### config.mk
export PLATFORM = sky130hd
export DESIGN_NAME = button_event_ctrl_flat
export DESIGN_NICKNAME = d
export VERILOG_FILES = /design/src/rtl/button_event_ctrl_pkg.sv /design/src/rtl/button_event_ctrl_if.sv /design/src/rtl/button_event_ctrl_debounce.sv /design/src/rtl/button_event_ctrl.sv /design/src/flat_wrapper.sv
export SDC_FILE = /design/constraint.sdc
export NUM_CORES = 1
export LEC_CHECK = 0
export ABC_AREA = 1
export BUFFER_PORTS_ARGS = -buffer_cell sky130_fd_sc_hd__buf_2
export CAP_MARGIN = 20
export CORE_MARGIN = 8
export CORE_UTILIZATION = 26
export CTS_CLUSTER_SIZE = 12
export DETAILED_ROUTE_END_ITERATION = 8
export SYNTH_ARGS = -nofsm -noshare
export SYNTH_HDL_FRONTEND = slang
export SYNTH_SLANG_ARGS = --single-unit
### constraint.sdc
create_clock -name clk -period 2.25 [get_ports clk]
set_input_delay 0.1125 -clock clk [delete_from_list [all_inputs] [get_ports clk]]
set_output_delay 0.1125 -clock clk [all_outputs]
set_load 0.005 [all_outputs]
### src/rtl/button_event_ctrl_pkg.sv
// Shared types for the push-button front end.
//   EVT_*       : event-kind encodings carried on the event channel
//   btn_state_e : per-button debounce / hold state
//   pend_t      : one pending-event slot (valid + kind)
package btn_pkg;

  localparam logic [1:0] EVT_NONE   = 2'b00;
  localparam logic [1:0] EVT_PRESS  = 2'b01;
  localparam logic [1:0] EVT_LONG   = 2'b10;
  localparam logic [1:0] EVT_REPEAT = 2'b11;

  typedef enum logic [2:0] {
    IDLE,
    DB_PRESS,
    HELD,
    REPEATING,
    DB_REL
  } btn_state_e;

  typedef struct packed {
    logic       vld;
    logic [1:0] kind;
  } pend_t;

endpackage

### src/rtl/button_event_ctrl_if.sv
// Button event channel (valid/ready).
//   evt_valid : event available (producer)
//   evt_ready : consumer accepts on evt_valid & evt_ready
//   evt_id    : index of the button that produced the event
//   evt_kind  : PRESS / LONG / REPEAT
interface button_event_ctrl_if #(
  parameter int N_BTN = 4
);
  localparam int ID_W = $clog2(N_BTN);

  logic            evt_valid;
  logic            evt_ready;
  logic [ID_W-1:0] evt_id;
  logic [1:0]      evt_kind;

  modport master (output evt_valid, evt_id, evt_kind, input  evt_ready);
  modport slave  (input  evt_valid, evt_id, evt_kind, output evt_ready);
endinterface

### src/rtl/button_event_ctrl_debounce.sv
// One button: 2-FF synchroniser, debounce FSM and hold timer.
//   clk, rst_n : clock, async active-low reset
//   raw        : asynchronous button pin (active high)
//   level      : debounced level
//   post       : single-cycle event strobe, valid in the cycle before the
//                FSM transition that generates it
//   post_kind  : kind of the posted event
module btn_debounce_fsm
  import btn_pkg::*;
#(
  parameter int DEBOUNCE_CYC = 20,
  parameter int LONG_CYC     = 100,
  parameter int REPEAT_CYC   = 25,
  parameter int CNT_W        = $clog2(LONG_CYC + 1)
) (
  input  logic       clk,
  input  logic       rst_n,
  input  logic       raw,
  output logic       level,
  output logic       post,
  output logic [1:0] post_kind
);

  localparam logic [CNT_W-1:0] T_ONE = CNT_W'(1);
  localparam logic [CNT_W-1:0] DB_T  = CNT_W'(DEBOUNCE_CYC);
  localparam logic [CNT_W-1:0] LNG_T = CNT_W'(LONG_CYC);
  localparam logic [CNT_W-1:0] REP_T = CNT_W'(REPEAT_CYC - 1);

  logic [1:0]       sync_ff;
  logic             sync;
  btn_state_e       state, state_nx;
  logic [CNT_W-1:0] tmr, tmr_nx, tmr_sav, tmr_sav_nx, tmr_inc;
  logic             ret_rep, ret_rep_nx, level_nx;

  assign sync    = sync_ff[1];
  // Saturate rather than wrap.
  assign tmr_inc = (tmr == '1) ? tmr : tmr + T_ONE;

  always_ff @(posedge clk or negedge rst_n) begin
    if (!rst_n) begin
      sync_ff <= '0;
      state   <= IDLE;
      tmr     <= '0;
      tmr_sav <= '0;
      ret_rep <= 1'b0;
      level   <= 1'b0;
    end else begin
      sync_ff <= {sync_ff[0], raw};
      state   <= state_nx;
      tmr     <= tmr_nx;
      tmr_sav <= tmr_sav_nx;
      ret_rep <= ret_rep_nx;
      level   <= level_nx;
    end
  end

  always_comb begin
    state_nx   = state;
    tmr_nx     = tmr;
    tmr_sav_nx = tmr_sav;
    ret_rep_nx = ret_rep;
    level_nx   = level;
    post       = 1'b0;
    post_kind  = EVT_NONE;
    case (state)
      IDLE: if (sync) begin
        state_nx = DB_PRESS;
        tmr_nx   = T_ONE;
      end
      DB_PRESS: begin
        if (!sync) state_nx = IDLE;
        else if (tmr == DB_T) begin
          state_nx  = HELD;
          level_nx  = 1'b1;
          post      = 1'b1;
          post_kind = EVT_PRESS;
          tmr_nx    = '0;
        end else tmr_nx = tmr_inc;
      end
      HELD: begin
        if (!sync) begin
          // Hold timer is parked while the release is being qualified so a
          // short bounce resumes the hold count where it left off.
          state_nx   = DB_REL;
          tmr_sav_nx = tmr;
          ret_rep_nx = 1'b0;
          tmr_nx     = T_ONE;
        end else if (tmr == LNG_T) begin
          state_nx  = REPEATING;
          post      = 1'b1;
          post_kind = EVT_LONG;
          tmr_nx    = '0;
        end else tmr_nx = tmr_inc;
      end
      REPEATING: begin
        if (!sync) begin
          state_nx   = DB_REL;
          tmr_sav_nx = tmr;
          ret_rep_nx = 1'b1;
          tmr_nx     = T_ONE;
        end else if (tmr == REP_T) begin
          post      = 1'b1;
          post_kind = EVT_REPEAT;
          tmr_nx    = '0;
        end else tmr_nx = tmr_inc;
      end
      DB_REL: begin
        if (sync) begin
          state_nx = ret_rep ? REPEATING : HELD;
          tmr_nx   = tmr_sav;
        end else if (tmr == DB_T) begin
          state_nx = IDLE;
          level_nx = 1'b0;
          tmr_nx   = '0;
        end else tmr_nx = tmr_inc;
      end
      default: state_nx = IDLE;
    endcase
  end

endmodule

### src/rtl/button_event_ctrl.sv
// Push-button front end: N_BTN debounce FSMs, one pending slot per button,
// fixed-priority (lowest index) arbitration onto a registered event channel.
//   clk, rst_n : clock, async active-low reset
//   btn_raw    : raw button pins
//   btn_level  : debounced levels
//   evt        : event channel (master side)
module button_event_ctrl
  import btn_pkg::*;
#(
  parameter int N_BTN        = 4,
  parameter int DEBOUNCE_CYC = 20,
  parameter int LONG_CYC     = 100,
  parameter int REPEAT_CYC   = 25
) (
  input  logic                    clk,
  input  logic                    rst_n,
  input  logic [N_BTN-1:0]        btn_raw,
  output logic [N_BTN-1:0]        btn_level,
  button_event_ctrl_if.master     evt
);

  localparam int CNT_W = $clog2(LONG_CYC + 1);
  localparam int ID_W  = $clog2(N_BTN);

  logic [N_BTN-1:0]      post;
  logic [N_BTN-1:0][1:0] post_kind;
  pend_t [N_BTN-1:0]     pend;
  logic                  win_vld, load;
  logic [ID_W-1:0]       win_id;

  for (genvar i = 0; i < N_BTN; i++) begin : g_btn
    btn_debounce_fsm #(
      .DEBOUNCE_CYC (DEBOUNCE_CYC),
      .LONG_CYC     (LONG_CYC),
      .REPEAT_CYC   (REPEAT_CYC),
      .CNT_W        (CNT_W)
    ) u_fsm (
      .clk       (clk),
      .rst_n     (rst_n),
      .raw       (btn_raw[i]),
      .level     (btn_level[i]),
      .post      (post[i]),
      .post_kind (post_kind[i])
    );
  end

  // Lowest pending index wins.
  always_comb begin
    win_vld = 1'b0;
    win_id  = '0;
    for (int i = N_BTN - 1; i >= 0; i--) begin
      if (pend[i].vld) begin
        win_vld = 1'b1;
        win_id  = ID_W'(i);
      end
    end
  end

  assign load = !evt.evt_valid || evt.evt_ready;

  // Set beats clear: a post landing on the slot being consumed survives.
  always_ff @(posedge clk or negedge rst_n) begin
    if (!rst_n) pend <= '0;
    else begin
      for (int i = 0; i < N_BTN; i++) begin
        if (post[i])                                  pend[i] <= {1'b1, post_kind[i]};
        else if (load && win_vld && win_id == ID_W'(i)) pend[i].vld <= 1'b0;
      end
    end
  end

  always_ff @(posedge clk or negedge rst_n) begin
    if (!rst_n) begin
      evt.evt_valid <= 1'b0;
      evt.evt_id    <= '0;
      evt.evt_kind  <= EVT_NONE;
    end else if (load) begin
      evt.evt_valid <= win_vld;
      if (win_vld) begin
        evt.evt_id   <= win_id;
        evt.evt_kind <= pend[win_id].kind;
      end
    end
  end

endmodule
### src/flat_wrapper.sv
// flat-port wrapper written by rule: the top's interface ports become plain ports
module button_event_ctrl_flat import btn_pkg::*;
#(
  parameter int N_BTN        = 4,
  parameter int DEBOUNCE_CYC = 20,
  parameter int LONG_CYC     = 100,
  parameter int REPEAT_CYC   = 25
)
  (clk, rst_n, btn_raw, btn_level, evt_evt_valid, evt_evt_id, evt_evt_kind, evt_evt_ready);
  button_event_ctrl_if #(.N_BTN(N_BTN)) evt_i ();
  input  logic clk;
  input  logic rst_n;
  input  logic [N_BTN-1:0] btn_raw;
  output logic [N_BTN-1:0] btn_level;
  output wire logic [$bits(evt_i.evt_valid)-1:0] evt_evt_valid;
  output wire logic [$bits(evt_i.evt_id)-1:0] evt_evt_id;
  output wire logic [$bits(evt_i.evt_kind)-1:0] evt_evt_kind;
  input wire logic [$bits(evt_i.evt_ready)-1:0] evt_evt_ready;
  assign evt_evt_valid = evt_i.evt_valid;
  assign evt_evt_id = evt_i.evt_id;
  assign evt_evt_kind = evt_i.evt_kind;
  assign evt_i.evt_ready = evt_evt_ready;
  button_event_ctrl #(.N_BTN(N_BTN), .DEBOUNCE_CYC(DEBOUNCE_CYC), .LONG_CYC(LONG_CYC), .REPEAT_CYC(REPEAT_CYC)) u_core (.clk(clk), .rst_n(rst_n), .btn_raw(btn_raw), .btn_level(btn_level), .evt(evt_i));
endmodule
After elaboration in Yosys (flattened, before gate mapping)
Index checks and enable logic that the tools add are counted.

Output and inout port bits: 9. Register bits after elaboration: 101.

Reduce and logical (&&, ||, !) cells: 53. Magnitude comparators: 1. Bitwise operators: 4. Add/subtract/negate cells: 4. Mux-type cells: 186. Equal/unequal tests: 75.

Operators with widths (count): $mux 7 (36); $pmux 7 s5 (4); $mux 3 (32); $mux 1 (72); $pmux 3 s5 (4); $eq 7x5->1 const B (8); $eq 7x7->1 const B (8); $ne 2x2->1 const B (28); $mux 2 (21); $reduce_and 5->1 (8); $ne 3x3->1 const B (12); $add 7x1->7 const B (4); $eq 3x2->1 const B (8); $pmux 2 s3 (4); $reduce_and 3->1 (8); $reduce_bool 2->1 (12); $reduce_bool 5->1 (4); $pmux 1 s2 (8); $eq 3x1->1 const B (4); $eq 3x3->1 const B (4); $logic_not 3->1 (4); $pmux 1 s3 (4); $reduce_and 2->1 (5); $reduce_or 2->1 (4); 9 further kinds (17).

Longest topological paths before layout
Gate-level depths: netlist (run 1).

Depth after elaboration: 8. Depth in mapped cells: 13. Gate-level depth less buffers: 13.

By module
From an unflattened synthesis (run 1), not the netlist that was laid out.

Cells, all modules: 839. Area, all modules: 5959.5 um^2.

By module, submodules not included: btn_debounce_fsm (u_core.g_btn[2].u_fsm ...) (seq. area each 525.5 um^2, times used 2, area an instance 1267.5 um^2, cells each 185); btn_debounce_fsm (u_core.g_btn[1].u_fsm) (seq. area each 525.5 um^2, times used 1, area an instance 1366.3 um^2, cells each 192); btn_debounce_fsm (u_core.g_btn[0].u_fsm) (seq. area each 525.5 um^2, times used 1, area an instance 1277.5 um^2, cells each 184); button_event_ctrl (seq. area each 425.4 um^2, times used 1, area an instance 780.7 um^2, cells each 93).

Worst setup path after synthesis (run 1)
No wires, ideal clock.

Path kind: register to register. Start: register u_core.g_btn[3].u_fsm.tmr[0]. End: register u_core.pend[9] (netlist name). Required time: 2.120 ns. Arrival: 1.410 ns. Stages on the path, launching flop included: 12. Slack: 0.710 ns. Clock period less this slack: 1.540 ns. Library setup time: 0.130 ns. Path buffers: 0. Path through: dfrtp_1 -> inv_1 -> ha_1 -> nand3_1 -> nor2_1 -> inv_1 -> nor2_2 -> inv_1 -> nand2_1 -> inv_1 -> nand2_1 -> o211ai_1.

Longest elaborated chain between the ends: 4. Elaborated cells on any way between the ends: 15.

Ends and longest elaborated chain: start: declaration (line button_event_ctrl_debounce.sv:32) `logic [CNT_W-1:0] tmr, tmr_nx, tmr_sav, tmr_sav_nx, tmr_inc;`; start signal: assignment (line button_event_ctrl_debounce.sv:50) `tmr <= tmr_nx;`; $eq 7x5->1, or another cell as far along (line button_event_ctrl_debounce.sv:101) `end else if (tmr == REP_T) begin`; $mux 2, or another cell as far along (line button_event_ctrl_debounce.sv:101); $mux 2, or another cell as far along (line button_event_ctrl_debounce.sv:96) `if (!sync) begin`; $pmux 2 s3 or $pmux 1 s3 (tied branches) (line button_event_ctrl_debounce.sv:65) `case (state)`; end signal: indexed assignment (line button_event_ctrl.sv:66) `if (post[i]) pend[i] <= {1'b1, post_kind[i]};`; end: declaration (line button_event_ctrl.sv:27) `pend_t [N_BTN-1:0] pend;`.

Several ways; a longest one is shown, not always the timed one. A chain may end at the register's enable or synchronous reset.

Final worst setup path (run 1)
Ends and elaborated chain as after synthesis.

==> results of run 1 <==
[layout make-up]
cell class	instances	area (um^2)
clock buffers	9	225
clock inverters	7	103
fillers	2373	15700
inverters	99	372
multi-input cells	610	2880
flip-flops and latches	101	2530
well taps	285	357
repair buffers	24	183
[repair_timing]
action,CTS,global route
gates resized for setup,0,0
setup endpoints to repair,0,0
hold endpoints to repair,50,0
hold buffers,5,0
[how the worst min path moves through the flow]
stage	endpoint	cells after the start	startpoint
6_report	u_core.evt.evt_valid$_DFFE_PN0P_	4	evt_evt_ready
5_1_grt	u_core.evt.evt_valid$_DFFE_PN0P_	4	evt_evt_ready
4_1_cts	u_core.evt.evt_valid$_DFFE_PN0P_	4	evt_evt_ready
3_5_place_dp	u_core.g_btn[2].u_fsm.tmr_sav[1]$_DFFE_PN0P_	1	rst_n
3_3_place_gp	u_core.g_btn[2].u_fsm.tmr[1]$_DFFE_PN0P_	1	rst_n
2_1_floorplan	u_core.evt.evt_id[0]$_DFFE_PN0P_	0	rst_n
[Yosys cell counts, types with 2 or more instances]
master / count / share of area
sky130_fd_sc_hd__ha_1: 8 / 0.017
sky130_fd_sc_hd__o21a_1: 2 / 0.0026
sky130_fd_sc_hd__dfrtp_1: 101 / 0.43
sky130_fd_sc_hd__nor3_1: 10 / 0.0085
sky130_fd_sc_hd__o31ai_1: 4 / 0.0051
sky130_fd_sc_hd__clkbuf_1: 2 / 0.0013
sky130_fd_sc_hd__nand2_1: 309 / 0.20
sky130_fd_sc_hd__o21ai_0: 64 / 0.055
sky130_fd_sc_hd__nor3_2: 2 / 0.0034
sky130_fd_sc_hd__nor2_2: 11 / 0.012
sky130_fd_sc_hd__nand4_1: 10 / 0.011
sky130_fd_sc_hd__inv_2: 10 / 0.0064
sky130_fd_sc_hd__nand3_1: 41 / 0.035
sky130_fd_sc_hd__a211oi_1: 2 / 0.0026
sky130_fd_sc_hd__a221oi_1: 2 / 0.0030
sky130_fd_sc_hd__nand3_2: 5 / 0.0085
sky130_fd_sc_hd__nor2_1: 68 / 0.044
sky130_fd_sc_hd__inv_1: 88 / 0.056
sky130_fd_sc_hd__buf_2: 5 / 0.0043
sky130_fd_sc_hd__nor3_4: 3 / 0.0083
sky130_fd_sc_hd__o2111ai_1: 3 / 0.0045
sky130_fd_sc_hd__buf_4: 6 / 0.0077
sky130_fd_sc_hd__xor2_1: 10 / 0.015
sky130_fd_sc_hd__nor2_4: 2 / 0.0038
sky130_fd_sc_hd__o211ai_1: 3 / 0.0038
sky130_fd_sc_hd__nand2_2: 6 / 0.0064
sky130_fd_sc_hd__a21oi_1: 18 / 0.015
sky130_fd_sc_hd__o21ai_1: 15 / 0.013
[sequential cells by signal, summed over array words and instances (netlist names)]
| register | cells |
|---|---|
| u_core.evt.evt_id | 2 |
| u_core.evt.evt_kind | 2 |
| u_core.evt.evt_valid | 1 |
| u_core.g_btn.u_fsm.level | 4 |
| u_core.g_btn.u_fsm.ret_rep | 4 |
| u_core.g_btn.u_fsm.state | 12 |
| u_core.g_btn.u_fsm.sync_ff | 8 |
| u_core.g_btn.u_fsm.tmr | 28 |
| u_core.g_btn.u_fsm.tmr_sav | 28 |
| u_core.pend | 12 |
[worst max-delay path, cell delays in order, from the launching register on]
cell	delay, ns
sky130_fd_sc_hd__dfrtp_1	0.40
sky130_fd_sc_hd__inv_1	0.12
sky130_fd_sc_hd__ha_1	0.20
sky130_fd_sc_hd__nand3_1	0.09
sky130_fd_sc_hd__nor2_1	0.18
sky130_fd_sc_hd__inv_1	0.15
sky130_fd_sc_hd__nor2_2	0.20
sky130_fd_sc_hd__inv_1	0.07
sky130_fd_sc_hd__nand2_1	0.06
sky130_fd_sc_hd__inv_1	0.04
sky130_fd_sc_hd__nand2_1	0.05
sky130_fd_sc_hd__o211ai_1	0.07
[metal layers]
layer,routed length (um),global-route usage,vias up
met2,5880,0.160,81
met5,0,0,-
met1,6440,0.130,2305
met4,315,0.0447,0
met3,503,0.0185,22
li1,-,-,2660
[cells by family (layout without fill, tap and decap cells)]
group | Yosys count | in the layout
fa+ha+maj | 8 | 8
compound gates | 120 | 120
buf+inv | 112 | 139
xor+xnor | 11 | 11
flops | 101 | 101
simple gates | 471 | 471
[power by group]
| group | internal [mW] | total (mW) | switching (mW) |
|---|---|---|---|
| combinational | 0.837 | 2.48 | 1.64 |
| clock | 0.993 | 1.74 | 0.744 |
| sequential | 2.18 | 2.56 | 0.377 |
| total | 4.01 | 6.77 | 2.76 |
==> results.md, run 1 <==
* complete, no violations — run status
* 0.07 ns — clock slew seen by the registers of the worst setup and hold paths
* u_core.g_btn[3].u_fsm.tmr[0]$_DFFE_PN0P_ — startpoint of the worst register-to-register path
* 6270 um^2 — Post-DP Area
* 166 um — width of the chip
* 0 — number of hold violations in the final report
* 15 — number of buffers inserted by port buffering
* 7 — drt pass-1 iters
* sky130_fd_sc_hd__nand2_1 — commonest non-fill, non-tap cell in the layout
* 27600 um^2 — area enclosed by the die boundary
* 0 — final antenna diode count
* yes — CTS tree
* 2.00 ns — arrival time of data at the critical path endpoint
* 0.0119 ns — setup skew after layout
* 7.12 um^2 — mean instance size in the synthesized netlist
* 0.489 ns — pre-CTS setup slack
* 41 — Cell variety after synth
* sky130_fd_sc_hd__nand2_1, sky130_fd_sc_hd__dfrtp_1, sky130_fd_sc_hd__inv_1 — most used cells in the layout excluding fill and tap cells
* 860 — number of nets at the end of the flow
* 0.671 ns — transition at the pin with the smallest max-transition slack
* 0.342 — simple-gate share of the synthesized area
* 0.49 ns — R2R Setup Slk
* 0.262 — initial standard-cell utilization of the core
* 0 — post-CTS setup-driven buffer insertion count
* 5860 um^2 — netlist area before placement
* 0.0918 — fraction of layout instances using a drive strength above 1
* 0.36 ns — clock latency on the worst-skew pair
* 0 ns — post-route setup TNS
* 5068 — total vias in the final route
* 6650 um^2 — cell area after layout
* 13.1 mm — DRT Wirelength
* 5 — worst-path maximum fanout
* 3 — number of H-tree levels
* 0 — share of synthesized area spent on multiplexers
* flip-flop — CP Capture Type
* 0.782 — final worst path period share
* 101 — Clock Sink Count
* 0.833 — RePlAce Congestion
* 0 — antenna violations before repair
* 823 — number of instances in the synthesized netlist
* 101 — number of storage elements in the synthesis netlist
* 3.36 nW — leakage power summed over all cells
* 166 um — die height
* 0 — count of synthesis-stage warnings from yosys
* u_core.g_btn[3].u_fsm.tmr[0]$_DFFE_PN0P_ — beginning of the critical path
* 1020 nW/um^2 — ratio of total power to cell area
* sky130_fd_sc_hd__dfrtp_1 — leading register cell type out of synthesis
* 0 — Final Max Slew Viols
* 0.431 — part of the Yosys area used for sequential elements
* 22400 um^2 — core box area
* 0.568 GHz — maximum frequency from static timing analysis
* 9 — clock buffer count from CTS
* 0 — reported max-cap violation count
* 9.51 mm — total half-perimeter wirelength after legalization and detailed placement
* 0.116 — share of the synthesized area in compound gates (AO/OA/AOI/OAI)
* 0.180 ns — Worst Hold Margin
* 1114 — Placed Instances
* 4894 — number of global-route vias before repair
* 238 — DRT iter0 DRCs
* 0.297 — final cell utilization of the core
* 1.76 ns — final critical path time including I/O delays and setup
* 23.2 mm — first-pass GRT wire length
* 0.100 — overall track demand over capacity in global routing
* flip-flop — sort of element at the start of the critical path
* 16 — count of boundary I/O pins
* in -> reg — classification of the worst-slack hold path
* false — RSZ-0062 raised after global routing
* 0 — final setup vio count
* 0.000360 V — worst IR drop on VDD
* 2.49 ns — required time worst endpoint
* 49 — maximum number of pins on one net before global-route repair
* 0 — DRC errors left
* reg -> reg — Worst Setup Path Type
* 4.47 — average vias per placed instance
* 0.553 — worst relative slew slack
* 11 — number of cells on the worst reg-to-reg path
* sky130_fd_sc_hd__clkbuf_16 — library cell used as clock root buffer
* u_core.pend[9]$_DFFE_PN0P_ — crit path capture
* 1135 — final cell count without fillers
* 0 — Post-DRT Antenna Nets
* 6.77 mW — overall power after layout
* 1.00 — fraction of registers with async set/reset
* 0 — number of synthesized flops with an enable pin
* 11.6 um — routed wirelength normalized by instance count
* 838 — synthesized netlist net count
* 2 — Bufs on Longest Clock Path
* 0.0164 — synthesized-area fraction occupied by xor and xnor cells
* simple AND/OR/NAND/NOR gates — main combinational cell family by area after synthesis
* 0.490 ns — final setup margin
* u_core.pend[9]$_DFFE_PN0P_ — worst r2r dst
* 55 — Placement Rows
* 0 — total gr overflow
* 0.0171 — adder-cell share of the synthesized area
* 13.5% — synthesis-to-layout area growth
Note: power is estimated with default switching activity, not from simulation.
==> inputs of run 2 (changes only) <==
==> constraint.sdc (replaced) <==
create_clock -name clk -period 1.7 [get_ports clk]
set_input_delay 0.085 -clock clk [delete_from_list [all_inputs] [get_ports clk]]
set_output_delay 0.085 -clock clk [all_outputs]
set_load 0.005 [all_outputs]
==> results.md, run 2 (synthesis results as in run 1) <==
* sky130_fd_sc_hd__clkbuf_16 — library cell used as clock root buffer
* 0 — final setup vio count
* 0.132 — met1 track demand over resource in global routing
* 15 — number of buffers inserted by port buffering
* 166 um — die height
* 5 — worst-path maximum fanout
* 1 — Worst Path Buf+Inv
* 12.0 um — routed wirelength normalized by instance count
* 9.86 mm — total half-perimeter wirelength after legalization and detailed placement
* 0.879 — RePlAce Congestion
* 166 um — width of the chip
* 0.07 ns — clock slew seen by the registers of the worst setup and hold paths
* 0.429 ns — transition at the pin with the smallest max-transition slack
* 23.7 mm — first-pass GRT wire length
* 0.102 — overall track demand over capacity in global routing
* true — RSZ-0062 raised after global routing
* 1.95 ns — required time worst endpoint
* sky130_fd_sc_hd__nand2_1, sky130_fd_sc_hd__dfrtp_1, sky130_fd_sc_hd__inv_1 — most used cells in the layout excluding fill and tap cells
* 894 — number of nets at the end of the flow
* 0 — antenna violations before repair
* 0.0147 — met3 track demand over resource
* 16 — count of boundary I/O pins
* met2 — routing layer with the top usage in global route
* 0.36 ns — clock latency on the worst-skew pair
* 0.714 — worst relative slew slack
* 3140 um^2 — multi-input logic area
* complete, no violations — run status
* 5 — drt pass-1 iters
* 0 ns — post-route setup TNS
* sky130_fd_sc_hd__nand2_1 — Most common cell on crit path
* 0 — reported max-cap violation count
* 0 — Final Max Slew Viols
* simple AND/OR/NAND/NOR gates — Worst path top cell family by delay
* 0.952 — final worst path period share
* 32 — maximum number of pins on one net before global-route repair
* 9.40 mW — overall power after layout
* 5052 — number of global-route vias before repair
* 27600 um^2 — area enclosed by the die boundary
* 22400 um^2 — core box area
* 3.50 nW — leakage power summed over all cells
* 2530 um^2 — area occupied by registers
* 0.000466 V — worst IR drop on VDD
* 0.199 — fraction of layout instances using a drive strength above 1
* sky130_fd_sc_hd__nand2_1 — commonest non-fill, non-tap cell in the layout
* in -> async — classification of the worst-slack hold path
* 6430 um^2 — Post-DP Area
* flip-flop — CP Capture Type
* inv_2 -> ha_4 -> nand2_2 -> nor2_2 -> nand2_1 -> nand2_2 -> nand2_2 -> nand2_2 -> nand2_4 -> nand2_1 -> nand2_1 -> nand2_1 -> nand2_1 — chain of cells forming the critical path
* 14.0 mm — DRT Wirelength
* 2313 — number of fillers in the final layout
* 1.87 ns — arrival time of data at the critical path endpoint
* 1.62 ns — final critical path time including I/O delays and setup
* 55 — Placement Rows
* 21.8% — synthesis-to-layout area growth
* 0 — total gr overflow
* 0.00723 ns — setup skew after layout
* 5289 — total vias in the final route
* yes — CTS tree
* 7140 um^2 — cell area after layout
* 0.43 ns — delay of the slowest cell on the worst path
* 9 — clock buffer count from CTS
* reg -> reg — Worst Setup Path Type
* u_core.g_btn.u_fsm.tmr x28, u_core.g_btn.u_fsm.tmr_sav x28 — biggest registers after layout
* -0.0286 ns — pre-CTS setup slack
* 0.165 — met2 Resource Use GR
* flip-flop — sort of element at the start of the critical path
* 0 — number of hold violations in the final report
* 2 — Bufs on Longest Clock Path
* 0.215 ns — Worst Hold Margin
* 0 — DRC errors left
* 101 — Clock Sink Count
* 0 — Post-DRT Antenna Nets
* sky130_fd_sc_hd__dfrtp_1 — worst-path cell with the longest stage delay
* 0.0821 ns — final setup margin
* 300 — DRT iter0 DRCs
* 0.262 — initial standard-cell utilization of the core
* 1320 nW/um^2 — ratio of total power to cell area
* 3 — number of H-tree levels
* 0.618 GHz — maximum frequency from static timing analysis
* 4.53 — average vias per placed instance
* 0 — final antenna diode count
==> run 2: cell types whose count changed in the layout (fill, tap and decap cells not counted), moves of 7 or more <==
cell                      before  now
sky130_fd_sc_hd__buf_4         3   35
sky130_fd_sc_hd__inv_1        88   77
sky130_fd_sc_hd__nand2_2       6   32
sky130_fd_sc_hd__ha_1          8    1
sky130_fd_sc_hd__nor2_1       68   59
sky130_fd_sc_hd__inv_2        10   21
sky130_fd_sc_hd__nand2_1     309  282
==> run 2: through the flow <==
step,std cells,utilization
2_1_floorplan,823,-
3_3_place_gp,1135,0.287
3_5_place_dp,1135,0.287
4_1_cts,1156,0.304
5_1_grt,1168,0.319
6_report,1168,0.319
==> run 2: cell type report <==
class | count | area share
clock buffer | 11 | 0.0340
clock inverter | 4 | 0.00684
inverter | 99 | 0.0521
multi-input combinational | 610 | 0.440
sequential | 101 | 0.354
tap | 285 | 0.0500
timing repair buffer | 58 | 0.0624
==> run 2: routing by layer <==
layer	wire, um	vias to the layer above
li1	-	2729
met1	6850	2446
met2	6450	97
met3	452	17
met4	277	0
met5	0	-
==> run 2: what timing repair did <==
action,CTS,global route
setup endpoints to repair,9,43
pin swaps,0,38
hold buffers,5,0
endpoints found under the hold margin,32,0
gates cloned,0,0
resized for setup,3,84
buffers inserted,1,12
==> run 2: path summary, 6_finish.rpt <==
kind	start	endpoint	slack (ns)	cells after the start
max	u_core.g_btn[2].u_fsm.tmr[0]$_DFFE_PN0P_	u_core.g_btn[2].u_fsm.tmr[3]$_DFFE_PN0P_	0.08	13
min	rst_n	u_core.g_btn[2].u_fsm.tmr_sav[3]$_DFFE_PN0P_	0.22	2
max reg2reg	u_core.g_btn[2].u_fsm.tmr[0]$_DFFE_PN0P_	u_core.g_btn[2].u_fsm.tmr[3]$_DFFE_PN0P_	0.08	13
min reg2reg	u_core.g_btn[1].u_fsm.sync_ff[0]$_DFF_PN0_	u_core.g_btn[1].u_fsm.sync_ff[1]$_DFF_PN0_	0.34	0
max in group asynchronous	rst_n	u_core.g_btn[1].u_fsm.sync_ff[0]$_DFF_PN0_	0.93	3
min in group clk	evt_evt_ready	u_core.evt.evt_valid$_DFFE_PN0P_	0.22	5
==> run 2: where the power goes <==
part	switching, mW	internal, mW	total [mW]
combinational	2.47	1.46	3.93
clock	0.917	1.17	2.09
sequential	0.490	2.89	3.38
==> inputs of run 3 (changes only) <==
--- a/config.mk
+++ b/config.mk
@@ -9,9 +9,10 @@
 export BUFFER_PORTS_ARGS = -buffer_cell sky130_fd_sc_hd__buf_2
 export CAP_MARGIN = 20
 export CORE_MARGIN = 8
-export CORE_UTILIZATION = 26
+export CORE_UTILIZATION = 30
 export CTS_CLUSTER_SIZE = 12
 export DETAILED_ROUTE_END_ITERATION = 8
+export MAX_ROUTING_LAYER = met4
 export SYNTH_ARGS = -nofsm -noshare
 export SYNTH_HDL_FRONTEND = slang
 export SYNTH_SLANG_ARGS = --single-unit
==> results.md, run 3 (synthesis results as in run 1) <==
* complete, no violations — run status
* 2 — Bufs on Longest Clock Path
* 1.84 ns — arrival time of data at the critical path endpoint
* 5062 — number of global-route vias before repair
* flip-flop — sort of element at the start of the critical path
* 0.879 — RePlAce Congestion
* 3.52 nW — leakage power summed over all cells
* 0.303 — initial standard-cell utilization of the core
* reg -> reg — Worst Setup Path Type
* 0.119 — overall track demand over capacity in global routing
* 0.07 ns — clock slew seen by the registers of the worst setup and hold paths
* yes — CTS tree
* sky130_fd_sc_hd__dfrtp_1 — worst-path cell with the longest stage delay
* 267 — DRT iter0 DRCs
* 0.00776 ns — setup skew after layout
* 156 um — die height
* 0.35 ns — clock latency on the worst-skew pair
* 9.82 mm — total half-perimeter wirelength after legalization and detailed placement
* flip-flop — CP Capture Type
* 35 — maximum number of pins on one net before global-route repair
* 4.56 — average vias per placed instance
* true — RSZ-0062 raised after global routing
* 101 — Clock Sink Count
* 0.40 ns — delay of the slowest cell on the worst path
* 11.7 um — routed wirelength normalized by instance count
* 0.626 GHz — maximum frequency from static timing analysis
* sky130_fd_sc_hd__nand2_1 — commonest non-fill, non-tap cell in the layout
* 0.393 ns — transition at the pin with the smallest max-transition slack
* 5248 — total vias in the final route
* sky130_fd_sc_hd__nand2_1, sky130_fd_sc_hd__dfrtp_1, sky130_fd_sc_hd__inv_1 — most used cells in the layout excluding fill and tap cells
* 1.94 ns — required time worst endpoint
* 9 — clock buffer count from CTS
* 0.940 — final worst path period share
* 16 — count of boundary I/O pins
* 5 — drt pass-1 iters
* 24300 um^2 — area enclosed by the die boundary
* 0.180 ns — Worst Hold Margin
* 0 — final setup vio count
* 21.2% — synthesis-to-layout area growth
* 5 — worst-path maximum fanout
* 3 — number of H-tree levels
* inv_2 -> ha_4 -> nand2_2 -> nor2_4 -> nand3_2 -> nand2_2 -> nand2_2 -> nand2_4 -> nand2_2 -> nand2_1 -> nand2_1 -> nand2_1 -> nand2_1 — chain of cells forming the critical path
* 0 — DRC errors left
* 0 — reported max-cap violation count
* 19300 um^2 — core box area
* 0.000402 V — worst IR drop on VDD
* 0 — number of hold violations in the final report
* 0 — final antenna diode count
* 51 — Placement Rows
* 0.194 — fraction of layout instances using a drive strength above 1
* 897 — number of nets at the end of the flow
* u_core.g_btn.u_fsm.tmr x28, u_core.g_btn.u_fsm.tmr_sav x28 — biggest registers after layout
* 1320 nW/um^2 — ratio of total power to cell area
* 1.60 ns — final critical path time including I/O delays and setup
* 15 — number of buffers inserted by port buffering
* in -> async — classification of the worst-slack hold path
* 0 — Post-DRT Antenna Nets
* 9.35 mW — overall power after layout
* 0 — antenna violations before repair
* 0 — Final Max Slew Viols
* 156 um — width of the chip
* 13.5 mm — DRT Wirelength
* sky130_fd_sc_hd__clkbuf_16 — library cell used as clock root buffer
* 0.738 — worst relative slew slack
* 23.2 mm — first-pass GRT wire length
* 0 ns — post-route setup TNS
* 0 — total gr overflow
run 3: cell types whose count changed in the layout (fill, tap and decap cells not counted), moves of 2 or more:
cell,before,now
sky130_fd_sc_hd__nand3_2,8,10
sky130_fd_sc_hd__nor2_2,16,14
sky130_fd_sc_hd__nand2_1,282,287
sky130_fd_sc_hd__o21ai_0,58,61
sky130_fd_sc_hd__buf_4,35,39
sky130_fd_sc_hd__nand2_2,32,26
sky130_fd_sc_hd__clkinvlp_4,0,2
sky130_fd_sc_hd__o21ai_2,4,2
run 3: layout make-up:
cell class | instances | area, um^2
Tap cell | 265 | 332
Inverter | 99 | 372
Timing Repair Buffer | 61 | 464
Sequential cell | 101 | 2530
Fill cell | 2037 | 12200
Clock buffer | 11 | 243
Multi-Input combinational cell | 610 | 3110
Clock inverter | 5 | 58.8
run 3: worst max-delay path, delay by kind of cell, from the launching register on:
family	cells	cell delay (ns)
and+or+nand+nor	11	0.84
adders and majority gates	1	0.15
DFF	1	0.40
buffers and inverters	1	0.10
run 3: power by group:
part           internal [mW]  switching (mW)
Sequential              2.89           0.477
Combinational           1.45            2.40
Clock                   1.19           0.947
Total                   5.53            3.82
run 3: repair_timing:
action / in CTS / in global routing
pin swaps: 0 / 26
cloned: 0 / 0
endpoints found under the hold margin: 91 / 0
setup buffers: 0 / 9
setup endpoints to repair: 11 / 42
resized for setup: 5 / 69
hold buffers: 5 / 0
run 3: metal layers:
| layer | up-vias | track usage | wire length (um) |
|---|---|---|---|
| li1 | 2748 | - | - |
| met1 | 2425 | 0.151 | 6730 |
| met2 | 59 | 0.187 | 6170 |
| met3 | 16 | 0.0150 | 300 |
| met4 | 0 | 0.0568 | 295 |
| met5 | - | - | 0 |
run 3: stage by stage:
stage	worst slack, ns	util	cells	instance area, um^2
2_1_floorplan	0.160	-	823	5860
4_1_cts	0.00714	0.353	1143	6820
3_3_place_gp	-0.0328	0.334	1122	6460
5_1_grt	-0.0369	0.367	1152	7100
6_report	0.102	0.367	1152	7100
3_5_place_dp	-0.0305	0.334	1122	6460
run 3: final timing paths:
| path | slack, ns | end | depth (start not counted) | startpoint |
|---|---|---|---|---|
| worst max register to register | 0.10 | u_core.g_btn[1].u_fsm.tmr[2]$_DFFE_PN0P_ | 13 | u_core.g_btn[1].u_fsm.tmr[1]$_DFFE_PN0P_ |
| worst max-delay path | 0.10 | u_core.g_btn[1].u_fsm.tmr[2]$_DFFE_PN0P_ | 13 | u_core.g_btn[1].u_fsm.tmr[1]$_DFFE_PN0P_ |
| max in group asynchronous | 1.00 | u_core.g_btn[0].u_fsm.tmr[0]$_DFFE_PN0P_ | 3 | rst_n |
| worst min-delay path | 0.18 | u_core.g_btn[2].u_fsm.tmr[2]$_DFFE_PN0P_ | 2 | rst_n |
| min in group clk | 0.21 | u_core.evt.evt_valid$_DFFE_PN0P_ | 5 | evt_evt_ready |
| worst min register to register | 0.35 | u_core.g_btn[0].u_fsm.sync_ff[1]$_DFF_PN0_ | 0 | u_core.g_btn[0].u_fsm.sync_ff[0]$_DFF_PN0_ |
